[src/rtl/mem_stage.sv]
// Load/store stage of the RV32I core: issues RAM reads and writes for one
// request at a time, aligns and extends load data for writeback, and
// reports misaligned or illegal accesses without touching RAM.
module mem_stage #(
  parameter int ADDR_WIDTH = 31,
  parameter int DATA_WIDTH = 31
) (
  input  logic                  clk,
  input  logic                  rst,
  input  logic                  clk_en,
  input  logic                  i_valid,
  output logic                  o_ready,
  input  logic                  i_is_load,
  input  logic                  i_is_store,
  input  logic [2:0]            i_funct3,
  input  logic [ADDR_WIDTH:0]   i_addr,
  input  logic [DATA_WIDTH:0]   i_store_data,
  input  logic [4:0]            i_rd,
  output logic                  o_read_req,
  output logic [ADDR_WIDTH:0]   o_read_addr,
  input  logic [DATA_WIDTH:0]   i_read_data,
  input  logic                  i_read_ready,
  output logic                  o_write_enable,
  output logic [3:0]            o_byte_enable,
  output logic [ADDR_WIDTH:0]   o_write_addr,
  output logic [DATA_WIDTH:0]   o_write_data,
  output logic                  o_wb_valid,
  output logic [4:0]            o_wb_rd,
  output logic [DATA_WIDTH:0]   o_wb_data,
  output logic                  o_fault
);

  localparam logic [2:0] F3_B  = 3'd0;
  localparam logic [2:0] F3_H  = 3'd1;
  localparam logic [2:0] F3_BU = 3'd4;
  localparam logic [2:0] F3_HU = 3'd5;

  typedef enum logic [1:0] {IDLE = 2'd0, STORE = 2'd1, LOAD_WAIT = 2'd2} state_t;

  state_t       state_p1, state_d;
  logic         accept_p0;
  logic         fault_p0;
  logic [1:0]   off_p1;
  logic [2:0]   f3_p1;
  logic [4:0]   rd_p1;

  // Illegal kind, unsupported width code, or address not aligned to the access size.
  function automatic logic access_fault(input logic is_load, input logic is_store,
                                        input logic [2:0] f3, input logic [1:0] off);
    logic bad;
    bad = 1'b0;
    if (is_load == is_store)
      bad = 1'b1;
    else if (is_store)
      bad = (f3 > 3'd2);
    else
      bad = (f3 == 3'd3) || (f3 == 3'd6) || (f3 == 3'd7);
    if ((f3[1:0] == 2'd1) && off[0])
      bad = 1'b1;
    if ((f3[1:0] == 2'd2) && (off != 2'd0))
      bad = 1'b1;
    return bad;
  endfunction

  function automatic logic [3:0] store_be(input logic [2:0] f3, input logic [1:0] off);
    case (f3[1:0])
      2'd0:    return 4'b0001 << off;
      2'd1:    return off[1] ? 4'b1100 : 4'b0011;
      default: return 4'b1111;
    endcase
  endfunction

  // Store data is replicated across lanes so the byte enables alone pick the target bytes.
  function automatic logic [DATA_WIDTH:0] store_lanes(input logic [2:0] f3,
                                                      input logic [DATA_WIDTH:0] d);
    case (f3[1:0])
      2'd0:    return {4{d[7:0]}};
      2'd1:    return {2{d[15:0]}};
      default: return d;
    endcase
  endfunction

  function automatic logic [DATA_WIDTH:0] load_extend(input logic [2:0] f3,
                                                      input logic [1:0] off,
                                                      input logic [DATA_WIDTH:0] word);
    logic        [DATA_WIDTH:0] shifted;
    logic signed [7:0]          byte_s;
    logic signed [15:0]         half_s;
    logic signed [DATA_WIDTH:0] ext_s;
    shifted = word >> {off, 3'b000};
    byte_s  = shifted[7:0];
    half_s  = shifted[15:0];
    case (f3)
      F3_B:    ext_s = (DATA_WIDTH+1)'(byte_s);
      F3_H:    ext_s = (DATA_WIDTH+1)'(half_s);
      F3_BU:   ext_s = (DATA_WIDTH+1)'(shifted[7:0]);
      F3_HU:   ext_s = (DATA_WIDTH+1)'(shifted[15:0]);
      default: ext_s = shifted;
    endcase
    return ext_s;
  endfunction

  assign o_ready   = (state_p1 == IDLE);
  assign accept_p0 = i_valid && o_ready && clk_en;
  assign fault_p0  = access_fault(i_is_load, i_is_store, i_funct3, i_addr[1:0]);

  // Next-state selection; accepted legal requests leave IDLE, others stay.
  always_comb begin
    state_d = state_p1;
    case (state_p1)
      IDLE: begin
        if (accept_p0 && !fault_p0)
          state_d = i_is_store ? STORE : LOAD_WAIT;
      end
      STORE:     state_d = IDLE;
      LOAD_WAIT: if (i_read_ready) state_d = IDLE;
      default:   state_d = IDLE;
    endcase
  end

  // State register, advanced only on enabled cycles.
  always_ff @(posedge clk or negedge rst) begin
    if (!rst)
      state_p1 <= IDLE;
    else if (clk_en)
      state_p1 <= state_d;
  end

  // Stage p0 -> p1: RAM port, latched load context, writeback and fault outputs.
  always_ff @(posedge clk or negedge rst) begin
    if (!rst) begin
      o_read_req     <= 1'b0;
      o_read_addr    <= '0;
      o_write_enable <= 1'b0;
      o_byte_enable  <= 4'b0000;
      o_write_addr   <= '0;
      o_write_data   <= '0;
      o_wb_valid     <= 1'b0;
      o_wb_rd        <= 5'd0;
      o_wb_data      <= '0;
      o_fault        <= 1'b0;
      off_p1         <= 2'd0;
      f3_p1          <= 3'd0;
      rd_p1          <= 5'd0;
    end else if (clk_en) begin
      o_fault    <= accept_p0 && fault_p0;
      o_wb_valid <= 1'b0;
      case (state_p1)
        IDLE: begin
          if (accept_p0 && !fault_p0) begin
            if (i_is_store) begin
              o_write_enable <= 1'b1;
              o_write_addr   <= {i_addr[ADDR_WIDTH:2], 2'b00};
              o_byte_enable  <= store_be(i_funct3, i_addr[1:0]);
              o_write_data   <= store_lanes(i_funct3, i_store_data);
            end else begin
              o_read_req  <= 1'b1;
              o_read_addr <= {i_addr[ADDR_WIDTH:2], 2'b00};
              off_p1      <= i_addr[1:0];
              f3_p1       <= i_funct3;
              rd_p1       <= i_rd;
            end
          end
        end
        STORE: o_write_enable <= 1'b0;
        LOAD_WAIT: begin
          if (i_read_ready) begin
            o_read_req <= 1'b0;
            o_wb_valid <= 1'b1;
            o_wb_rd    <= rd_p1;
            o_wb_data  <= load_extend(f3_p1, off_p1, i_read_data);
          end
        end
        default: ;
      endcase
    end
  end

endmodule

[config.mk]
export PLATFORM = sky130hd
export DESIGN_NAME = mem_stage
export DESIGN_NICKNAME = d
export VERILOG_FILES = /design/src/rtl/mem_stage.sv
export SDC_FILE = /design/constraint.sdc
export NUM_CORES = 1
export LEC_CHECK = 0
export CAP_MARGIN = 15
export CORE_UTILIZATION = 30
export DETAILED_ROUTE_END_ITERATION = 8
export PLACE_DENSITY_LB_ADDON = 0.2
export SETUP_SLACK_MARGIN = 0.2
export SLEW_MARGIN = 20
export SYNTH_ARGS = -nofsm -noshare
export SYNTH_HDL_FRONTEND = slang
export SYNTH_SLANG_ARGS = --single-unit
[constraint.sdc]
create_clock -name clk -period 2.18 [get_ports clk]
set_clock_uncertainty 0.05 [all_clocks]
set_input_delay 0.327 -clock clk [delete_from_list [all_inputs] [get_ports clk]]
set_output_delay 0.327 -clock clk [all_outputs]
set_load 0.01 [all_outputs]
==> impl_results.md, run 1 <==
* Run status: finished, final reports clean
* Number of unique standard cell types used by synthesis at 33
* Switching fraction of total power at 0.290
* Site Rows at 53
* Fraction of layout cells with a size suffix above 1 at 0.195
* Area growth from synthesis to final layout at 56.3%
* Net Sw Power at 2980 µW
* Final Hold Violating Endpoints at 0
* Commonest cells in the netlist: sky130_fd_sc_hd__dfrtp_1 (149), sky130_fd_sc_hd__mux2_2 (85), sky130_fd_sc_hd__nand2_1 (70)
* TritonCTS Buffers at 17
* Starting utilization of the core area at 0.307
* Number of nets with antenna violations after detailed routing at 0
* Port bufs at 248
* Total half-perimeter wirelength after legalization and detailed placement at 14300 µm
* Number of cells in the finished layout apart from fillers at 1102
* Count of pins on the block boundary at 253
* Clock root buffer: sky130_fd_sc_hd__clkbuf_16
* Fmax at 517 MHz
* Reg-to-reg critical path startpoint: off_p1[0]
* Die extent in x at 149 µm
* Synth area leaders: sky130_fd_sc_hd__dfrtp_1 (58%), sky130_fd_sc_hd__mux2_2 (15%), sky130_fd_sc_hd__mux2i_1 (6.4%)
* Type of element launching the critical path: flip-flop
* Post-synth EDFFs at 0
* Number of global-route vias before repair at 5497
* Starting DRC count in detailed routing at 141
* Clock period minus worst slack at 1.93 ns
* Count of vias placed by the detailed router at 5165
* Post-Synthesis Cells at 547
* Top-count cell post-synth: sky130_fd_sc_hd__dfrtp_1
* Async set-or-reset flop fraction in the synthesized netlist at 1.00
* First-pass GRT wire length at 29600 µm
* Critical R2R Capture: o_wb_data[23]
* Number of optimization iterations in the first detailed-route pass at 4
* Pin slew with the least headroom to its limit at 0.560 ns
* Worst setup path endpoint: o_wb_data[23]
* P_leak at 0.00446 µW
* Post-route DRC at 0
* CTS tree: built
* Worst-path clk slew at 0.06 ns
* Number of antenna repair diodes at 0
* # Max-Cap Violations at 0
* GRT Overall Usage at 0.176
* Area fraction of the dominant cell type after synthesis at 0.579
* Crit path kind: flip-flop to flip-flop
* Remaining global-route overflow at 0
* Die area at 22100 µm²
* Relative slew slack at 0.627
* Clock share of power at 0.290
* Unrepaired setup endpoints after global routing: no
* Cell internal pwr at 7300 µW
* RD Place Congestion at 0.817
* CTS H-Tree Depth at 4
* Antenna violations before repair at 1
* Fin nets at 925
* Synthesized area divided by synthesized cell count at 11.8 µm²
* Maximum net fanout on the critical path at 9
* Required time at the endpoint of the critical path at 2.43 ns
* R2R setup slack at 0.25 ns
* Worst path setup slack after routing at 0.246 ns
* Maximum resistive drop on vdd at 0.491 mV
* Vias per cell at 4.69
* Worst slack on hold paths at 0.312 ns
* Crit-path slowest cell: sky130_fd_sc_hd__mux4_2
* Final wirelength at 18900 µm
* Post-synthesis register bit count at 149
* Cell Area, Synth at 6440 µm²
* Pwr/cell area at 1020 nW/µm²
* Overall die height at 149 µm
* Post-placement worst setup slack at -0.225 ns
* Clock buffer depth at 2
* Fraction of the yosys area taken by sequential cells at 0.579
* Yosys synthesis warning count at 0
* Category of the worst setup path capture point: flip-flop
* Cells traversed along the worst timing path: mux2i_1, mux4_2, or4_4, o311ai_1
* Final setup violating endpoints at 0
* Cell type contributing the most total cell area after synthesis: sky130_fd_sc_hd__dfrtp_1
* Main synth FF type: sky130_fd_sc_hd__dfrtp_1
* Clock insertion delay at the later pin of the skew report at 0.41 ns
* Worst r2r path cells at 4
* Number of slew-limit violations in the final report at 0
* Post-route fraction of the period consumed by the critical path at 0.887
* Sequential Power Share at 0.386
* Routed length per placed instance at 17.1 µm
* Launch point of the worst path: off_p1[0]
* Hold Path Cell Cnt at 2
* Number of sinks on the clock net at 149
* DP Cell Count at 1069
* Placeable Area at 21000 µm²
* Type of the worst min-delay path: input port to flip-flop
* Combinational power share at 0.324
* Maximum number of pins on one net before global-route repair at 48
* Arrival @ worst endpoint at 2.18 ns
* Largest stage delay on the critical path at 0.53 ns
-- state kept, by name (all words and copies together) (netlist names) --
name and flops:
o_wb_valid 1, o_write_addr 30, o_wb_data 32, off_p1 2, o_fault 1, o_byte_enable 4
o_write_data 32, rd_p1 5, o_wb_rd 5, f3_p1 3, state_p1 2, o_read_req 1
o_write_enable 1, o_read_addr 30
-- routing by layer --
metal	GRT usage	vias to the layer above	wire, µm
met2	0.288	200	9040
li1	-	2440	-
met5	0	-	14
met3	0.0840	25	2060
met1	0.203	2498	7490
met4	0.0572	2	293
-- worst min path at each step --
stage           startpoint  slack (ns)             to
2_1_floorplan          rst       -0.02       f3_p1[0]
3_3_place_gp           rst        0.19  o_wb_data[12]
3_5_place_dp           rst        0.19  o_wb_data[13]
4_1_cts                rst        0.31  o_wb_data[13]
5_1_grt        i_funct3[2]        0.33       f3_p1[2]
6_report       i_funct3[2]        0.31       f3_p1[2]
-- area by class of cell --
| type | instances | area [µm²] |
|---|---|---|
| fill | 1883 | 10900 |
| sequential | 149 | 3730 |
| timing repair buffer | 282 | 2810 |
| multi-input combinational | 360 | 2570 |
| clock buffer | 19 | 433 |
| tap | 275 | 344 |
| clock inverter | 13 | 173 |
| inverter | 4 | 15.0 |
-- repair_timing --
item | CTS | global route
pin swaps | 0 | 2
buffers inserted | 0 | 0
hold buffers | 1 | 0
gates resized for setup | 1 | 8
setup endpoints to repair | 9 | 23
endpoints found under the hold margin | 30 | 0
-- placed cells by master, fill, tap and decap left out, types with 2 or more instances in the layout --
cell type,synthesis,layout
sky130_fd_sc_hd__o311ai_1,2,2
sky130_fd_sc_hd__clkbuf_16,0,17
sky130_fd_sc_hd__nor4_4,1,2
sky130_fd_sc_hd__mux2_2,85,85
sky130_fd_sc_hd__nor2_1,31,30
sky130_fd_sc_hd__buf_4,4,29
sky130_fd_sc_hd__clkbuf_1,23,2
sky130_fd_sc_hd__o21ai_0,48,48
sky130_fd_sc_hd__bufinv_16,0,3
sky130_fd_sc_hd__nand3_1,14,14
sky130_fd_sc_hd__nor2b_1,3,3
sky130_fd_sc_hd__inv_6,0,4
sky130_fd_sc_hd__nand2_1,70,70
sky130_fd_sc_hd__mux2i_1,41,41
sky130_fd_sc_hd__clkinv_4,0,4
sky130_fd_sc_hd__clkdlybuf4s50_1,0,246
sky130_fd_sc_hd__inv_1,4,4
sky130_fd_sc_hd__and2_1,6,6
sky130_fd_sc_hd__a21oi_1,29,28
sky130_fd_sc_hd__nand2b_1,3,3
sky130_fd_sc_hd__buf_12,0,3
sky130_fd_sc_hd__conb_1,1,4
sky130_fd_sc_hd__or2_2,2,2
sky130_fd_sc_hd__o211ai_1,2,2
sky130_fd_sc_hd__a221o_1,8,8
sky130_fd_sc_hd__o22ai_1,2,2
sky130_fd_sc_hd__dfrtp_1,149,148
-- critical path: cells and delay by family (launching register included) --
kind | cells | cell delay, ns
compound gates | 1 | 0.11
mux | 2 | 0.69
flops | 1 | 0.47
simple gates | 1 | 0.51
-- stage by stage --
step	area [µm²]	util	TNS (ns)	power, µW
2_1_floorplan	6460	-	0	5270
3_3_place_gp	9410	0.448	-6.11	7280
3_5_place_dp	9410	0.448	-8.67	7350
4_1_cts	10000	0.477	0	10400
5_1_grt	10100	0.479	0	10800
6_report	10100	0.479	0	10300
-- power groups by stage --
| stage | logic [µW] | registers, µW | clock network (µW) |
|---|---|---|---|
| after floorplan | 1020 | 4250 | 0 |
| after global placement | 3310 | 3970 | 0 |
| after detailed placement | 3350 | 4010 | 0 |
| after CTS | 3370 | 3970 | 3080 |
| after global routing | 3590 | 4070 | 3180 |
| final | 3330 | 3970 | 2980 |
-- kinds of logic after synthesis --
kind of cell | after synthesis | synth area share
buffers and inverters | 41 | 0.0287
flip-flops | 149 | 0.579
AO/OA/AOI/OAI | 92 | 0.0806
AND/OR/NAND/NOR | 137 | 0.0959
multiplexers | 127 | 0.216
other | 1 | 0.000582
Power figures use the tool's default switching activity.
==> run 2, diff against run 1 <==
--- a/config.mk
+++ b/config.mk
@@ -5,6 +5,7 @@
 export SDC_FILE = /design/constraint.sdc
 export NUM_CORES = 1
 export LEC_CHECK = 0
+export ABC_CLOCK_PERIOD_IN_PS = 2180
 export CAP_MARGIN = 15
 export CORE_UTILIZATION = 30
 export DETAILED_ROUTE_END_ITERATION = 8
==> results of run 2 <==
The final DEF is identical to that of run 1; final timing and power are the same.
